`src/rtl/dm_pkg.sv`:
```
// dm_pkg: access-size and FSM encodings shared by the data-memory arbiter.
package dm_pkg;
  localparam logic [1:0] SZ_BYTE = 2'b00;
  localparam logic [1:0] SZ_HALF = 2'b01;
  localparam logic [1:0] SZ_WORD = 2'b10;
  localparam int STARVE_MAX_DEF = 4;
  typedef enum logic [1:0] {IDLE, CPU_DATA, EXT_DATA} state_t;
  function automatic logic is_word(input logic [1:0] sz);
    return sz >= SZ_WORD;
  endfunction
endpackage

```
`src/rtl/dm_lane_align.sv`:
```
// dm_lane_align: store byte-enable/data replication and load lane select/extension.
module dm_lane_align
  import dm_pkg::*;
(
  input  logic [1:0]  st_size,
  input  logic [1:0]  st_off,
  input  logic [31:0] st_wdata,
  output logic [1:0]  al_off,
  output logic [3:0]  st_be,
  output logic [31:0] st_wd,
  input  logic [1:0]  ld_size,
  input  logic [1:0]  ld_off,
  input  logic        ld_sext,
  input  logic [31:0] ld_raw,
  output logic [31:0] ld_data
);
  logic [7:0]  b;
  logic [15:0] h;
  always_comb begin
    al_off  = is_word(st_size) ? 2'b00 : st_size == SZ_BYTE ? st_off : {st_off[1], 1'b0};
    st_be   = is_word(st_size) ? 4'b1111 : st_size == SZ_BYTE ? 4'b0001 << al_off :
              (al_off[1] ? 4'b1100 : 4'b0011);
    st_wd   = is_word(st_size) ? st_wdata : st_size == SZ_BYTE ? {4{st_wdata[7:0]}} :
              {2{st_wdata[15:0]}};
    b       = ld_raw[{ld_off, 3'b000} +: 8];
    h       = ld_off[1] ? ld_raw[31:16] : ld_raw[15:0];
    ld_data = is_word(ld_size) ? ld_raw : ld_size == SZ_BYTE ? {{24{ld_sext & b[7]}}, b} :
              {{16{ld_sext & h[15]}}, h};
  end
endmodule

```
`src/rtl/dm_port_arbiter.sv`:
```
// dm_port_arbiter: shares the sync-read data RAM between the CPU M-stage and an external port.
// Define DM_MISALIGN_TRAP_EN to trap misaligned CPU accesses on cpu_misalign instead of masking.
module dm_port_arbiter
  import dm_pkg::*;
#(
  parameter int ADDR_W     = 10,
  parameter int STARVE_MAX = STARVE_MAX_DEF
) (
  input  logic              clk,
  input  logic              clr,
  input  logic              cpu_req,
  input  logic              cpu_we,
  input  logic [1:0]        cpu_size,
  input  logic              cpu_sext,
  input  logic [31:0]       cpu_addr,
  input  logic [31:0]       cpu_wdata,
  output logic [31:0]       cpu_rdata,
  output logic              cpu_stall,
  input  logic              ext_req,
  input  logic              ext_we,
  input  logic [31:0]       ext_addr,
  input  logic [31:0]       ext_wdata,
  output logic              ext_ack,
  output logic [31:0]       ext_rdata,
  output logic              mem_en,
  output logic              mem_we,
  output logic [3:0]        mem_be,
  output logic [ADDR_W-1:0] mem_addr,
  output logic [31:0]       mem_wdata,
  input  logic [31:0]       mem_rdata
`ifdef DM_MISALIGN_TRAP_EN
  ,
  output logic              cpu_misalign
`endif
);
  localparam int SW = $clog2(STARVE_MAX + 1);
  state_t state_q, state_d;
  logic [SW-1:0] starve_q, starve_d;
  logic [1:0] off_q, off_d, size_q, size_d;
  logic sext_q, sext_d;
  logic [1:0] al_off;
  logic [3:0] st_be;
  logic [31:0] st_wd, ld_data;
  logic ext_win, cpu_win, mis, trap;
  dm_lane_align u_align (
    .st_size (cpu_size),
    .st_off  (cpu_addr[1:0]),
    .st_wdata(cpu_wdata),
    .al_off  (al_off),
    .st_be   (st_be),
    .st_wd   (st_wd),
    .ld_size (size_q),
    .ld_off  (off_q),
    .ld_sext (sext_q),
    .ld_raw  (mem_rdata),
    .ld_data (ld_data)
  );
`ifdef DM_MISALIGN_TRAP_EN
  assign mis = al_off != cpu_addr[1:0];
  assign cpu_misalign = trap;
`else
  assign mis = 1'b0;
`endif
  logic unused_ok;
  assign unused_ok = ^{cpu_addr[31:ADDR_W+2], ext_addr[31:ADDR_W+2], ext_addr[1:0], trap};
  always_comb begin
    ext_win   = ext_req && (!cpu_req || starve_q == SW'(STARVE_MAX));
    cpu_win   = cpu_req && !ext_win;
    state_d   = IDLE;
    off_d     = off_q;
    size_d    = size_q;
    sext_d    = sext_q;
    cpu_rdata = ld_data;
    cpu_stall = 1'b0;
    ext_ack   = 1'b0;
    ext_rdata = '0;
    mem_en    = 1'b0;
    mem_we    = 1'b0;
    mem_be    = '0;
    mem_addr  = '0;
    mem_wdata = '0;
    trap      = 1'b0;
    case (state_q)
      IDLE:
        if (ext_win) begin
          mem_en    = 1'b1;
          mem_we    = ext_we;
          mem_be    = 4'b1111;
          mem_addr  = ext_addr[ADDR_W+1:2];
          mem_wdata = ext_we ? ext_wdata : '0;
          ext_ack   = ext_we;
          cpu_stall = cpu_req;
          state_d   = ext_we ? IDLE : EXT_DATA;
        end else if (cpu_win && mis) begin
          trap = 1'b1;
        end else if (cpu_win) begin
          mem_en    = 1'b1;
          mem_we    = cpu_we;
          mem_be    = st_be;
          mem_addr  = cpu_addr[ADDR_W+1:2];
          mem_wdata = cpu_we ? st_wd : '0;
          cpu_stall = !cpu_we;
          state_d   = cpu_we ? IDLE : CPU_DATA;
          off_d     = cpu_we ? off_q : al_off;
          size_d    = cpu_we ? size_q : cpu_size;
          sext_d    = cpu_we ? sext_q : cpu_sext;
        end
      EXT_DATA: begin
        ext_ack   = 1'b1;
        ext_rdata = mem_rdata;
        cpu_stall = cpu_req;
      end
      default: ;
    endcase
    starve_d = (state_q == IDLE && ext_win) ? '0 :
               (ext_req && state_q != EXT_DATA && starve_q != SW'(STARVE_MAX)) ? starve_q + 1'b1 :
               starve_q;
    if (clr) begin
      {cpu_rdata, cpu_stall, ext_ack, ext_rdata, mem_en, mem_we, mem_be, mem_addr, mem_wdata} = '0;
      trap = 1'b0;
    end
  end
  always_ff @(posedge clk or posedge clr) begin
    if (clr) begin
      state_q  <= IDLE;
      starve_q <= '0;
      off_q    <= '0;
      size_q   <= '0;
      sext_q   <= 1'b0;
    end else begin
      state_q  <= state_d;
      starve_q <= starve_d;
      off_q    <= off_d;
      size_q   <= size_d;
      sext_q   <= sext_d;
    end
  end
endmodule

```
`config.mk`:
```
export PLATFORM = sky130hd
export DESIGN_NAME = dm_port_arbiter
export DESIGN_NICKNAME = d
export VERILOG_FILES = /design/src/rtl/dm_pkg.sv /design/src/rtl/dm_lane_align.sv /design/src/rtl/dm_port_arbiter.sv
export SDC_FILE = /design/constraint.sdc
export NUM_CORES = 1
export LEC_CHECK = 0
export BUFFER_PORTS_ARGS = -buffer_cell sky130_fd_sc_hd__buf_4
export CORE_AREA = 2 2 110 112
export DETAILED_ROUTE_END_ITERATION = 10
export DIE_AREA = 0 0 112 114
export MAX_ROUTING_LAYER = met4
export PLACE_DENSITY = 0.55
export SYNTH_ARGS = -nofsm -noshare
export SYNTH_HDL_FRONTEND = slang
export SYNTH_SLANG_ARGS = --single-unit
```
`constraint.sdc`:
```
create_clock -name clk -period 1.7 [get_ports clk]
set_input_delay 0.085 -clock clk [delete_from_list [all_inputs] [get_ports clk]]
set_output_delay 0.085 -clock clk [all_outputs]
set_load 0.01 [all_outputs]
```
* Word level (Yosys, flattened, before mapping) *
Index checks and enable logic that the tools add are counted.

cells by class
  add/sub/neg operators = 1
  magnitude comparators = 2
  equal/unequal tests = 4
  shifts and indexed selects = 2
  mux-type cells = 49
  bitwise gates (word level) = 4
  reductions and logical operators = 14

operators by type and width
  operator             number
  $mux 32              13
  $mux 10              4
  $shiftx 32x6->8      1
  $mux 4               7
  $mux 1               16
  $mux 16              1
  $mux 2               4
  $logic_not 2->1      3
  $mux 3               2
  $logic_and 1x1->1    5
  $ge 2x2->1 const B   2
  $pmux 1 s2           2
  $reduce_and 4->1     1
  $shl 1x2->4 const A  1
  $add 3x1->3 const B  1
  $eq 3x3->1 const B   1
  $logic_not 1->1      3
  $ne 3x3->1 const B   1
  $and 1x1->1          2
  $eq 2x2->1 const B   1
  $ne 2x2->1 const B   1
  $not 1->1            2
  $reduce_bool 2->1    1
  $logic_or 1x1->1     1

storage, ports and cells
  bits in registers = 10
  input port bits = 169
  output and inout bits = 114
  logic and storage cells = 81

* Longest topological paths before layout *
  depth in word-level cells = 10
  depth in mapped cells = 8
  mapped depth without buffers = 6

* Cells and area by module *
From an unflattened synthesis, not the netlist that was laid out.

second synthesis, totals
  cell total of the unflattened synthesis = 462
  area, all modules = 3,094.2 µm²

by module, submodules not included
  module           instances  cells an instance  area each (µm²)  sequential area each (µm²)
  dm_port_arbiter  1          285                1,831.8          250.2
  dm_lane_align    1          177                1,262.5          0.0

* Worst setup path before layout *
No wires, ideal clock.

  path type = register to output
  from = register starve_q[0]
  to = output port mem_addr[5]
  arrival = 1.607 ns
  data required time = 1.615 ns
  setup slack = 0.008 ns
  cell stages (with the launch flop) = 9
  path buffers = 2
  cells stage by stage = dfrtp_1 -> inv_1 -> ha_1 -> nand2_1 -> a21bo_2 -> buf_2 -> clkbuf_1 -> nand3_1 -> a21oi_1

on the way
  cells in the longest elaborated chain, start to end = 9

ends and longest elaborated chain
  element                 RTL line                RTL
  from (decl)             dm_port_arbiter.sv:38   logic [SW-1:0] starve_q, starve_d;
  from (signal assigned)  dm_port_arbiter.sv:132  starve_q <= starve_d;
  $eq 3x3->1 (*)          dm_port_arbiter.sv:67   ext_win = ext_req && (!cpu_req || starve_q == SW'(STARVE_MAX));
  $logic_or 1x1->1 (*)    dm_port_arbiter.sv:67
  $logic_and 1x1->1 (*)   dm_port_arbiter.sv:67
  $logic_not 1->1         dm_port_arbiter.sv:68   cpu_win = cpu_req && !ext_win;
  $logic_and 1x1->1       dm_port_arbiter.sv:68
  $mux 10                 dm_port_arbiter.sv:96   end else if (cpu_win) begin
  $mux 10 (*)             dm_port_arbiter.sv:85   if (ext_win) begin
  $mux 10 (*)             dm_port_arbiter.sv:83   case (state_q)
  $mux 10 (*)             dm_port_arbiter.sv:118  if (clr) begin
  to (decl)               dm_port_arbiter.sv:28   output logic [ADDR_W-1:0] mem_addr,

Mark *: on every way between the ends. The rest lies on a longest branch, timed or not.

* Worst setup path in the final report *
  from = register size_q[1]
  to = output port cpu_rdata[5]

on the way
  cells in the longest elaborated chain, start to end = 4
  elaborated cells on any way between the ends = 5
  classes of those cells = 1 x order compare; 3 x mux; 1 x reduce/logical

ends and longest elaborated chain
  element                 RTL line                RTL
  from (decl)             dm_port_arbiter.sv:39   logic [1:0] off_q, off_d, size_q, size_d;
  from (signal assigned)  dm_port_arbiter.sv:134  size_q <= size_d;
  $logic_not 2->1         dm_lane_align.sv:27     ld_data = is_word(ld_size) ? ld_raw : ld_size == SZ_BYTE ? {{24{ld_sext & b[7]}}, b} :
  $mux 32                 dm_lane_align.sv:27
  $mux 32 (*)             dm_lane_align.sv:27
  $mux 32 (*)             dm_port_arbiter.sv:118
  to (decl)               dm_port_arbiter.sv:17   output logic [31:0] cpu_rdata,

Marks and branches as above.

==> metrics.md <==
| Metric | Value |
|---|---|
| Gr ovfl total | 0 |
| CP endpoint kind | output pin |
| IO Pins | 283 |
| HP Start | ext_we |
| Chip Height | 114 um |
| Antenna Nets Post-Route | 0 |
| Final worst slack | -231.9 ps |
| Synthesis-stage register bit count | 10 |
| Area Overhead vs Synth | 122.1% |
| Critical Path Sink | cpu_rdata[5] |
| Initial Utilization | 20.94% |
| CP Launch Type | flop |
| Worst Path Arrival | 1850 ps |
| Worst vdd ir | 0.4014 mV |
| Synth cell count leaders | 58 x nor2_1, 40 x and3_1, 33 x a21oi_1, 33 x nand2_1, 24 x a22oi_1 |
| H-tree levels | 1 |
| Tmin final | 1932 ps |
| TritonCTS buffer count | 3 |
| Max stage delay cell, worst path | mux4_2 |
| Slew Limit Headroom | 75.79% |
| Fraction of layout cells with a size suffix above 1 | 67.10% |
| TritonCTS clock tree | done |
| Max-Cap Viols | 0 |
| Total power | 3.646 mW |
| Filler cells | 1,162 |
| Residual DRC count | 0 |
| Syn Inst Count | 364 |
| Worst-Skew Late Latency | 240 ps |
| Nets | 786 |
| Post-synth top area share | 10.20% |
| DRT iter0 DRCs | 146 |
| Area leader, netlist | and3_1 |
| Reg2Reg Launch Point | starve_q[0]$_DFFE_PP0P_ |
| Routed wire length per instance | 17.64 um |
| Max clock buf depth | 2 |
| Die ar. | 12,770 sq um |
| RSZ-0062 raised after global routing | true |
| RR Endpoint | sext_q$_DFFE_PP0P_ |
| Count leader, synth | nor2_1 |
| Crit share post-route | 113.6% |
| Failing checks | negative setup slack |
| Async SR Flop Fraction | 100.0% |
| Number of global-route vias before repair | 3,777 |
| Post-synthesis sequential area ratio | 10.20% |
| CORE AREA | 11,710 sq um |
| Hold_ws | 28.70 ps |
| Status | finished, violations left |
| Crit path cell chain | nor2_2 > and2_4 > mux4_2 > a22o_1 > buf_6 |
| Synth cell types | 37 |
| Largest net degree at the start of global routing | 41 |
| Fin. Hold Viols | 0 |
| Area occupied by multi-input gates | 2501 sq um |
| Die Wd | 112 um |
| First-pass GRT wire length | 20,580 um |
| R2R cell count | 9 |
| Setup_tns | -10,100 ps |
| Root Buffer | clkbuf_16 |
| Main synth FF type | dfrtp_1 |
| Hold Path Class | primary input to flop |
| Finished Cell Area | 5446 sq um |
| Register Area | 252.7 sq um |
| Critical Path Start | size_q[1]$_DFFE_PP0P_ |
| Total GRT Usage | 20.32% |
| Clock transition at the registers of the reported paths | 40 ps |
| Clock skew | 1.809 ps |
| FP Rows | 40 |
| Hpwl dp | 9447 um |
| Pleak | 2.663 nW |
| Power per standard cell area | 669.4 nW/um^2 |
| Area post-placement | 4468 sq um |
| Critical path fanouts, max | 7 |
| WP data required | 1620 ps |
| Diode count | 0 |
| Synthesis warning total | 0 |
| Top cells by area, synth | and3_1 10%, dfrtp_1 10%, nor2_1 8.9% |
| First-pass DRT Iterations | 4 |
| Synthesized area | 2452 sq um |
| Routability Congestion | 0.8056 |
| Tightest Pin Transition | 363.1 ps |
| Crit path kind | flop to output pin |
| Number of port buffers | 240 |
| WL final | 13,420 um |
| Post-synth EDFFs | 0 |
| Vias | 3,833 |
| CTS sink cnt | 10 |
| Initial antenna violation count | 0 |
| Internal reg-to-reg setup slack | -190 ps |
| Final slew viol count | 0 |
| Mapped Nets | 535 |
| CP peak stage delay | 530 ps |
| Final Setup Violations | 83 |
| Fmax | 517.6 MHz |
| DR vias/cell | 5.037 |
| Mean Syn Cell Area | 6.737 sq um |
## how the worst min path moves through the flow
stage,endpoint,cells past startpoint
finish,state_q[1]$_DFF_PP0_,2
detailed placement,sext_q$_DFFE_PP0P_,2
CTS,state_q[1]$_DFF_PP0_,2
floorplan,off_q[0]$_DFFE_PP0P_,1
global route,state_q[1]$_DFF_PP0_,2
global placement,sext_q$_DFFE_PP0P_,2
## per-stage QoR
stage / utilization (%) / std cells / setup WS, ps
CTS: 45.93 / 763 / -235.4
global route: 46.51 / 761 / -298.8
finish: 46.51 / 761 / -231.9
floorplan: - / 364 / 7.981
detailed placement: 38.15 / 733 / -208.5
global placement: 38.15 / 733 / -93.17
## final cells by class
class                           instances  area share [%]
Sequential cell                        10           4.640
Multi-Input combinational cell        312           45.92
Clock buffer                            4           1.631
Timing Repair Buffer                  282           44.02
Tap cell                              147           3.377
Inverter                                6          0.4135
## worst max-delay path, delay by kind of cell (launching register included)
| kind | cells | cell delay [ps] |
|---|---|---|
| AND/OR/NAND/NOR | 2 | 380 |
| multiplexers | 1 | 530 |
| AO/OA/AOI/OAI | 1 | 200 |
| buffers and inverters | 1 | 120 |
| flip-flops | 1 | 380 |
## registers in the layout, indices dropped and copies added, names as in the netlist
| register | cells |
|---|---|
| sext_q | 1 |
| starve_q | 3 |
| state_q | 2 |
| size_q | 2 |
| off_q | 2 |
## power breakdown
group          total (mW)  switching (mW)  leakage, nW  internal [mW]
clock network       0.469           0.115       0.0442          0.354
registers           0.391          0.0829        0.125          0.308
logic                2.79            1.33         2.49           1.46
## cell usage in the layout (no fill, tap or decap), types with 6 or more instances in the layout
master	instances
a21oi_1	18
a21oi_2	14
a22o_1	8
a22oi_2	24
and3_1	32
and3_4	8
buf_12	6
buf_4	242
buf_6	28
dfrtp_1	8
mux2_2	16
mux2i_1	11
mux4_2	8
nand2_1	22
nand2_4	6
nand2b_1	9
nand3_2	12
nor2_1	49
nor2_2	8
o21ai_0	13
o22ai_1	7
## logic make-up (layout without fill, tap and decap cells)
group / count (synthesis) / after routing / share of synthesized area [%]
compound gates: 102 / 104 / 27.19
xor+xnor: 2 / 2 / 0.7144
fa+ha+maj: 2 / 2 / 1.020
buf+inv: 44 / 292 / 7.602
flops: 10 / 10 / 10.20
mux: 39 / 39 / 20.92
simple gates: 165 / 165 / 32.35
## layer usage
layer | global-route usage (%) | vias up | routed length (um)
met5 | - | - | 0
li1 | - | 1842 | -
met1 | 25.33 | 1813 | 5493
met3 | 2.232 | 22 | 692
met2 | 35.60 | 156 | 6974
met4 | 4.715 | 0 | 261
## what timing repair did
item	4_1_cts	5_1_grt
endpoints found under the setup margin	81	91
gates cloned	10	1
hold endpoints to repair	4	0
gates resized for setup	119	38
buffers inserted	17	2
pin swaps	52	38
hold buffers	1	0
Power figures use the tool's default switching activity.
